File: src/rtl/pipeline_defs_pkg.sv
// Shared pipeline definitions: redirect-kind encoding and default fetch constants.
// Used by the PC unit and the hazard unit so both agree on how redirects rank.
package pipeline_defs;

    // Redirect classes; the numeric value doubles as the priority rank (EXC > BR).
    typedef enum logic {
        KIND_BR  = 1'b0,
        KIND_EXC = 1'b1
    } redirect_kind_t;

    localparam int          DEFAULT_WIDTH    = 32;
    localparam int          DEFAULT_INC      = 4;
    localparam int          DEFAULT_ALIGN    = 2;
    localparam logic [31:0] DEFAULT_RESET_PC = 32'h0000_0000;

    // True when a redirect of kind 'a' is allowed to replace one of kind 'b'.
    function automatic logic kind_ranks_ge(input redirect_kind_t a, input redirect_kind_t b);
        return (a >= b);
    endfunction

endpackage

File: src/rtl/pipelined_pc_unit_redirect_sel.sv
// Combinational redirect selector for the fetch PC.
// Picks the highest-ranked of {live EXC, pending EXC, live BR, pending BR},
// decides whether PC loads a target, advances sequentially or holds, and
// whether the pending slot is cleared or captures a live redirect.
module pc_redirect_sel
    import pipeline_defs::*;
#(
    parameter int WIDTH               = DEFAULT_WIDTH,
    parameter bit EXC_OVERRIDES_STALL = 1'b1
) (
    input  logic                 stall,
    input  logic                 br_redirect,
    input  logic [WIDTH-1:0]     br_target,
    input  logic                 exc_redirect,
    input  logic [WIDTH-1:0]     exc_target,
    input  logic                 pend_v,
    input  redirect_kind_t       pend_kind,
    input  logic [WIDTH-1:0]     pend_pc,
    output logic                 load_target,
    output logic [WIDTH-1:0]     target,
    output logic                 advance,
    output logic                 clear_pend,
    output logic                 capture,
    output redirect_kind_t       capture_kind,
    output logic [WIDTH-1:0]     capture_target
);

    logic pend_exc;
    logic pend_br;
    logic cand_v;
    logic exc_cand;
    logic live_v;

    assign pend_exc = pend_v && (pend_kind == KIND_EXC);
    assign pend_br  = pend_v && (pend_kind == KIND_BR);
    assign live_v   = exc_redirect || br_redirect;

    // Priority candidate: live beats pending inside a class, EXC beats BR.
    always_comb begin
        cand_v   = 1'b1;
        exc_cand = 1'b0;
        target   = '0;
        if (exc_redirect) begin
            target   = exc_target;
            exc_cand = 1'b1;
        end else if (pend_exc) begin
            target   = pend_pc;
            exc_cand = 1'b1;
        end else if (br_redirect) begin
            target   = br_target;
        end else if (pend_br) begin
            target   = pend_pc;
        end else begin
            cand_v   = 1'b0;
        end
    end

    // Live redirect that would be captured while stalled; EXC wins a same-cycle tie.
    always_comb begin
        capture_kind   = exc_redirect ? KIND_EXC : KIND_BR;
        capture_target = exc_redirect ? exc_target : br_target;
    end

    // Action decode: run, exception breaking through a stall, or hold-and-capture.
    always_comb begin
        load_target = 1'b0;
        advance     = 1'b0;
        clear_pend  = 1'b0;
        capture     = 1'b0;
        if (!stall) begin
            load_target = cand_v;
            advance     = !cand_v;
            clear_pend  = 1'b1;
        end else if (EXC_OVERRIDES_STALL && exc_cand) begin
            load_target = 1'b1;
            clear_pend  = 1'b1;
        end else if (live_v) begin
            // A live BR must never displace a pending EXC.
            capture = !pend_v || kind_ranks_ge(capture_kind, pend_kind);
        end
    end

endmodule

File: src/rtl/pipelined_pc_unit.sv
// IF-stage fetch-address register with sequential increment, prioritised
// branch/exception redirects and a one-entry pending slot that holds a
// redirect seen during a stall until the stall releases.
module pipelined_pc_unit
    import pipeline_defs::*;
#(
    parameter int               WIDTH               = DEFAULT_WIDTH,
    parameter int               INC                 = DEFAULT_INC,
    parameter int               ALIGN_BITS          = DEFAULT_ALIGN,
    parameter logic [WIDTH-1:0] RESET_PC            = WIDTH'(DEFAULT_RESET_PC),
    parameter bit               EXC_OVERRIDES_STALL = 1'b1
) (
    input  logic             Clk,
    input  logic             Clrn,
    input  logic             Stall,
    input  logic             Br_Redirect,
    input  logic [WIDTH-1:0] Br_Target,
    input  logic             Exc_Redirect,
    input  logic [WIDTH-1:0] Exc_Target,
    output logic [WIDTH-1:0] PC,
    output logic [WIDTH-1:0] PC_Plus,
    output logic             Redirect_Pending,
    output logic             Misalign
);

    localparam logic [WIDTH-1:0] ALIGN_MASK = WIDTH'((64'd1 << ALIGN_BITS) - 64'd1);

    logic [WIDTH-1:0] pc_reg;
    logic             pend_v_reg;
    redirect_kind_t   pend_kind_reg;
    logic [WIDTH-1:0] pend_pc_reg;
    logic             misalign_reg;

    logic             load_target;
    logic [WIDTH-1:0] target;
    logic             advance;
    logic             clear_pend;
    logic             capture;
    redirect_kind_t   capture_kind;
    logic [WIDTH-1:0] capture_target;

    pc_redirect_sel #(
        .WIDTH               (WIDTH),
        .EXC_OVERRIDES_STALL (EXC_OVERRIDES_STALL)
    ) u_sel (
        .stall          (Stall),
        .br_redirect    (Br_Redirect),
        .br_target      (Br_Target),
        .exc_redirect   (Exc_Redirect),
        .exc_target     (Exc_Target),
        .pend_v         (pend_v_reg),
        .pend_kind      (pend_kind_reg),
        .pend_pc        (pend_pc_reg),
        .load_target    (load_target),
        .target         (target),
        .advance        (advance),
        .clear_pend     (clear_pend),
        .capture        (capture),
        .capture_kind   (capture_kind),
        .capture_target (capture_target)
    );

    // PC register: load redirect target, step sequentially, or hold under stall.
    always_ff @(posedge Clk or negedge Clrn) begin
        if (!Clrn) begin
            pc_reg <= RESET_PC;
        end else if (load_target) begin
            pc_reg <= target;
        end else if (advance) begin
            pc_reg <= PC_Plus;
        end
    end

    // Pending-redirect slot: cleared whenever PC moves, filled by ranked capture.
    always_ff @(posedge Clk or negedge Clrn) begin
        if (!Clrn) begin
            pend_v_reg    <= 1'b0;
            pend_kind_reg <= KIND_BR;
            pend_pc_reg   <= '0;
        end else if (clear_pend) begin
            pend_v_reg    <= 1'b0;
        end else if (capture) begin
            pend_v_reg    <= 1'b1;
            pend_kind_reg <= capture_kind;
            pend_pc_reg   <= capture_target;
        end
    end

    // Misalign pulse: flags the cycle after a target with nonzero low bits is loaded.
    always_ff @(posedge Clk or negedge Clrn) begin
        if (!Clrn) begin
            misalign_reg <= 1'b0;
        end else begin
            misalign_reg <= load_target && ((target & ALIGN_MASK) != '0);
        end
    end

    assign PC               = pc_reg;
    assign PC_Plus          = pc_reg + WIDTH'(INC);
    assign Redirect_Pending = pend_v_reg;
    assign Misalign         = misalign_reg;

endmodule

File: config.mk
export PLATFORM = sky130hd
export DESIGN_NAME = pipelined_pc_unit
export DESIGN_NICKNAME = d
export VERILOG_FILES = /design/src/rtl/pipeline_defs_pkg.sv /design/src/rtl/pipelined_pc_unit_redirect_sel.sv /design/src/rtl/pipelined_pc_unit.sv
export SDC_FILE = /design/constraint.sdc
export NUM_CORES = 1
export LEC_CHECK = 0
export ABC_AREA = 1
export BUFFER_PORTS_ARGS = -buffer_cell sky130_fd_sc_hd__buf_2
export CORE_MARGIN = 5
export CORE_UTILIZATION = 53
export CTS_BUF_LIST = sky130_fd_sc_hd__clkbuf_8 sky130_fd_sc_hd__clkbuf_16
export DETAILED_ROUTE_END_ITERATION = 8
export PLACE_DENSITY = 0.77
export SLEW_MARGIN = 10
export SYNTH_ARGS = -nofsm -noshare
export SYNTH_HDL_FRONTEND = slang
export SYNTH_HIERARCHICAL = 1
export SYNTH_SLANG_ARGS = --single-unit
File: constraint.sdc
create_clock -name Clk -period 2.35 [get_ports Clk]
set_input_delay 0.3525 -clock Clk [delete_from_list [all_inputs] [get_ports Clk]]
set_output_delay 0.3525 -clock Clk [all_outputs]
set_load 0.05 [all_outputs]
==> results.txt <==
synthesis-stage register bit count -> 67
GRT Util Overall -> 25.5%
count leader, synth -> nand2_1
met2 usage in global routing -> 41.6%
worst clock skew -> 0.0128 ns
DRT iter0 DRCs -> 312
WP data required -> 2.00 ns
M1 GR Usage -> 34.2%
Synth area leaders -> dfrtp_1, nand2_1, nand4_1
post-layout worst setup margin -> 0.0772 ns
clock power share -> 25.5%
largest area contributor in the netlist -> dfrtp_1
fraction of layout instances using a drive strength above 1 -> 32.6%
Row Count -> 34
first-pass GRT wire length -> 23100 µm
ant diodes -> 0
Hold Path Class -> input port to async pin
Final setup viols -> 0
via count -> 4932
number of H-tree levels -> 3
Synth Warn # -> 6
fin. max-slew vios -> 0
worst vdd ir -> 0.000331 V
switching power -> 1.59 mW
Synth top area share -> 34.6%
clk root buf -> clkbuf_8
Synth Area per Inst -> 7.65 µm²
clk sinks -> 67
Net Sw Frac -> 40.4%
placed inst area -> 0.00548 mm²
die area -> 0.0111 mm²
area of the mapped netlist -> 0.00484 mm²
post-route minimum period -> 2.27 ns
drt wl/cell -> 16.7 µm
crit path capture type -> primary output
vias in the first global route -> 4751
Internal Dissipation -> 2.34 mW
Synth cell types -> 32
commonest cells in the synthesized netlist -> nand2_1, dfrtp_1, nand4_1, nand3_1, mux2_2
total power -> 3.93 mW
CORE AREA -> 0.00881 mm²
most crowded layer after global routing -> met2
Hold Violations, Final -> 0
Comb power frac -> 35.0%
fin util -> 65.3%
Post-Syn Instances -> 633
type of origin of the critical path -> flip-flop
WP data arrival -> 1.92 ns
# IOs -> 135
Die Width -> 106 µm
fin nets -> 818
Clock Tree Buf Depth -> 2
share of async-settable or async-resettable flops after synthesis -> 100%
drt drc -> 0
status -> complete, no violations
Die Height -> 106 µm
Post-synth EDFFs -> 0
global placer's final weighted congestion -> 0.933
Slew HR -> 40.8%
initial antenna violation count -> 0
number of CTS-inserted buffers -> 9
pwr dens -> 684 mW/mm²
Via density -> 5.73
largest net degree at the start of global routing -> 96
Area Overhead vs Synth -> 18.8%
RSZ-0062 raised after global routing -> yes
worst skew pair latency -> 0.34 ns
port buffer count -> 134
GRT overflow -> 0
design area -> 0.00575 mm²
leak pwr -> 3.00 nW
share of the yosys chip area belonging to registers -> 34.6%
worst slew pin tran -> 0.887 ns
Worst-path clk slew -> 0.07 ns
pre-CTS setup slack -> 0.341 ns
CTS tree -> done
fmax -> 440 MHz
Max Cap Viol -> 0
register share of total power -> 39.5%
Routed WL -> 14400 µm
Final HPWL DP -> 10300 µm
ANT nets after route -> 0
met3 Track Usage GR -> 5.20%
Syn Nets -> 703
drt first pass iters -> 5
Crit Path Max Fanout -> 7
fin crit share -> 96.7%
top_reg_cell synth -> dfrtp_1
Setup CP Type -> flip-flop to primary output
initial core utilization -> 55.0%
[logic make-up (layout without fill, tap and decap cells)]
group,Yosys count,count (layout),share of synthesized area (%)
AOI/OAI and AO/OA,35,35,5.14
xor gates and xnor gates,15,15,3.65
adders and majority gates,1,1,0.258
buffers and inverters,77,196,9.00
DFF,67,67,34.6
muxes,33,33,7.68
and+or+nand+nor,405,405,39.6
[layout make-up]
| class | instances | area (µm²) |
|---|---|---|
| sequential | 67 | 1690 |
| fill | 774 | 3060 |
| clock inverter | 3 | 38.8 |
| clock buffer | 12 | 165 |
| inverter | 33 | 130 |
| timing repair buffer | 148 | 817 |
| multi-input combinational | 489 | 2780 |
| tap | 108 | 135 |
[stage by stage]
stage	TNS (ns)	instances	hold WS (ns)
after global placement	0	843	0.406
after CTS	0	858	0.0405
after detailed placement	0	843	0.406
final	0	860	0.0278
after floorplan	0	633	0.0569
after global routing	-0.0282	860	0.0537
[layout by cell type, fill, tap and decap left out, types with 2 or more instances in the layout]
cell type,instances
and2_1,5
nand3b_1,6
o21ai_0,4
nand4_1,62
clkbuf_8,12
o211ai_1,2
nor2_2,7
nor2_8,2
nand2_4,3
dfrtp_1,60
nand3_1,44
a22oi_1,26
nor2_1,27
buf_4,16
nand2_2,7
clkbuf_4,6
buf_2,124
nor2_4,8
nand2_1,231
xor2_2,7
xnor2_1,2
nand3_2,2
mux2_2,33
dfrtp_2,7
xor2_1,4
inv_1,31
[per-layer routing]
metal	vias up	share of wire, %
met3	19	9.5
met4	0	1.4
met1	2330	40
met2	240	49
met5	-	0
li1	2343	-
[worst max-delay path: stages, from the launching register on]
cell     delay (ns)
dfrtp_1        0.53
nand2_2        0.10
nor2_4         0.14
nand2_4        0.13
nor2_8         0.16
nand3_1        0.10
nand2_1        0.13
buf_2          0.28
[power groups by stage]
stage | Combinational, mW | Clock [mW] | Sequential [mW]
2_1_floorplan | 0.785 | 0 | 1.77
3_3_place_gp | 1.33 | 0 | 1.55
3_5_place_dp | 1.35 | 0 | 1.57
4_1_cts | 1.36 | 1.02 | 1.55
5_1_grt | 1.47 | 1.07 | 1.59
6_report | 1.37 | 1.00 | 1.55
[what timing repair did]
action,CTS,global route
setup endpoints to repair,2,20
pin swaps,0,2
hold buffers,0,0
buffers inserted,0,2
gates cloned,0,0
resized for setup,2,22
[worst paths after layout]
check	startpoint	endpoint	slack, ns	cells past startpoint
min in group Clk	Stall	Redirect_Pending	0.32	3
max	PC[4]	PC_Plus[27]	0.08	7
max in group asynchronous	Clrn	PC[6]	1.99	2
min	Clrn	PC[21]	0.03	2
max reg2reg	Redirect_Pending	pend_pc_reg[30]	0.46	6
min reg2reg	pend_pc_reg[17]	pend_pc_reg[17]	0.51	1
Note: power is estimated with default switching activity, not from simulation.
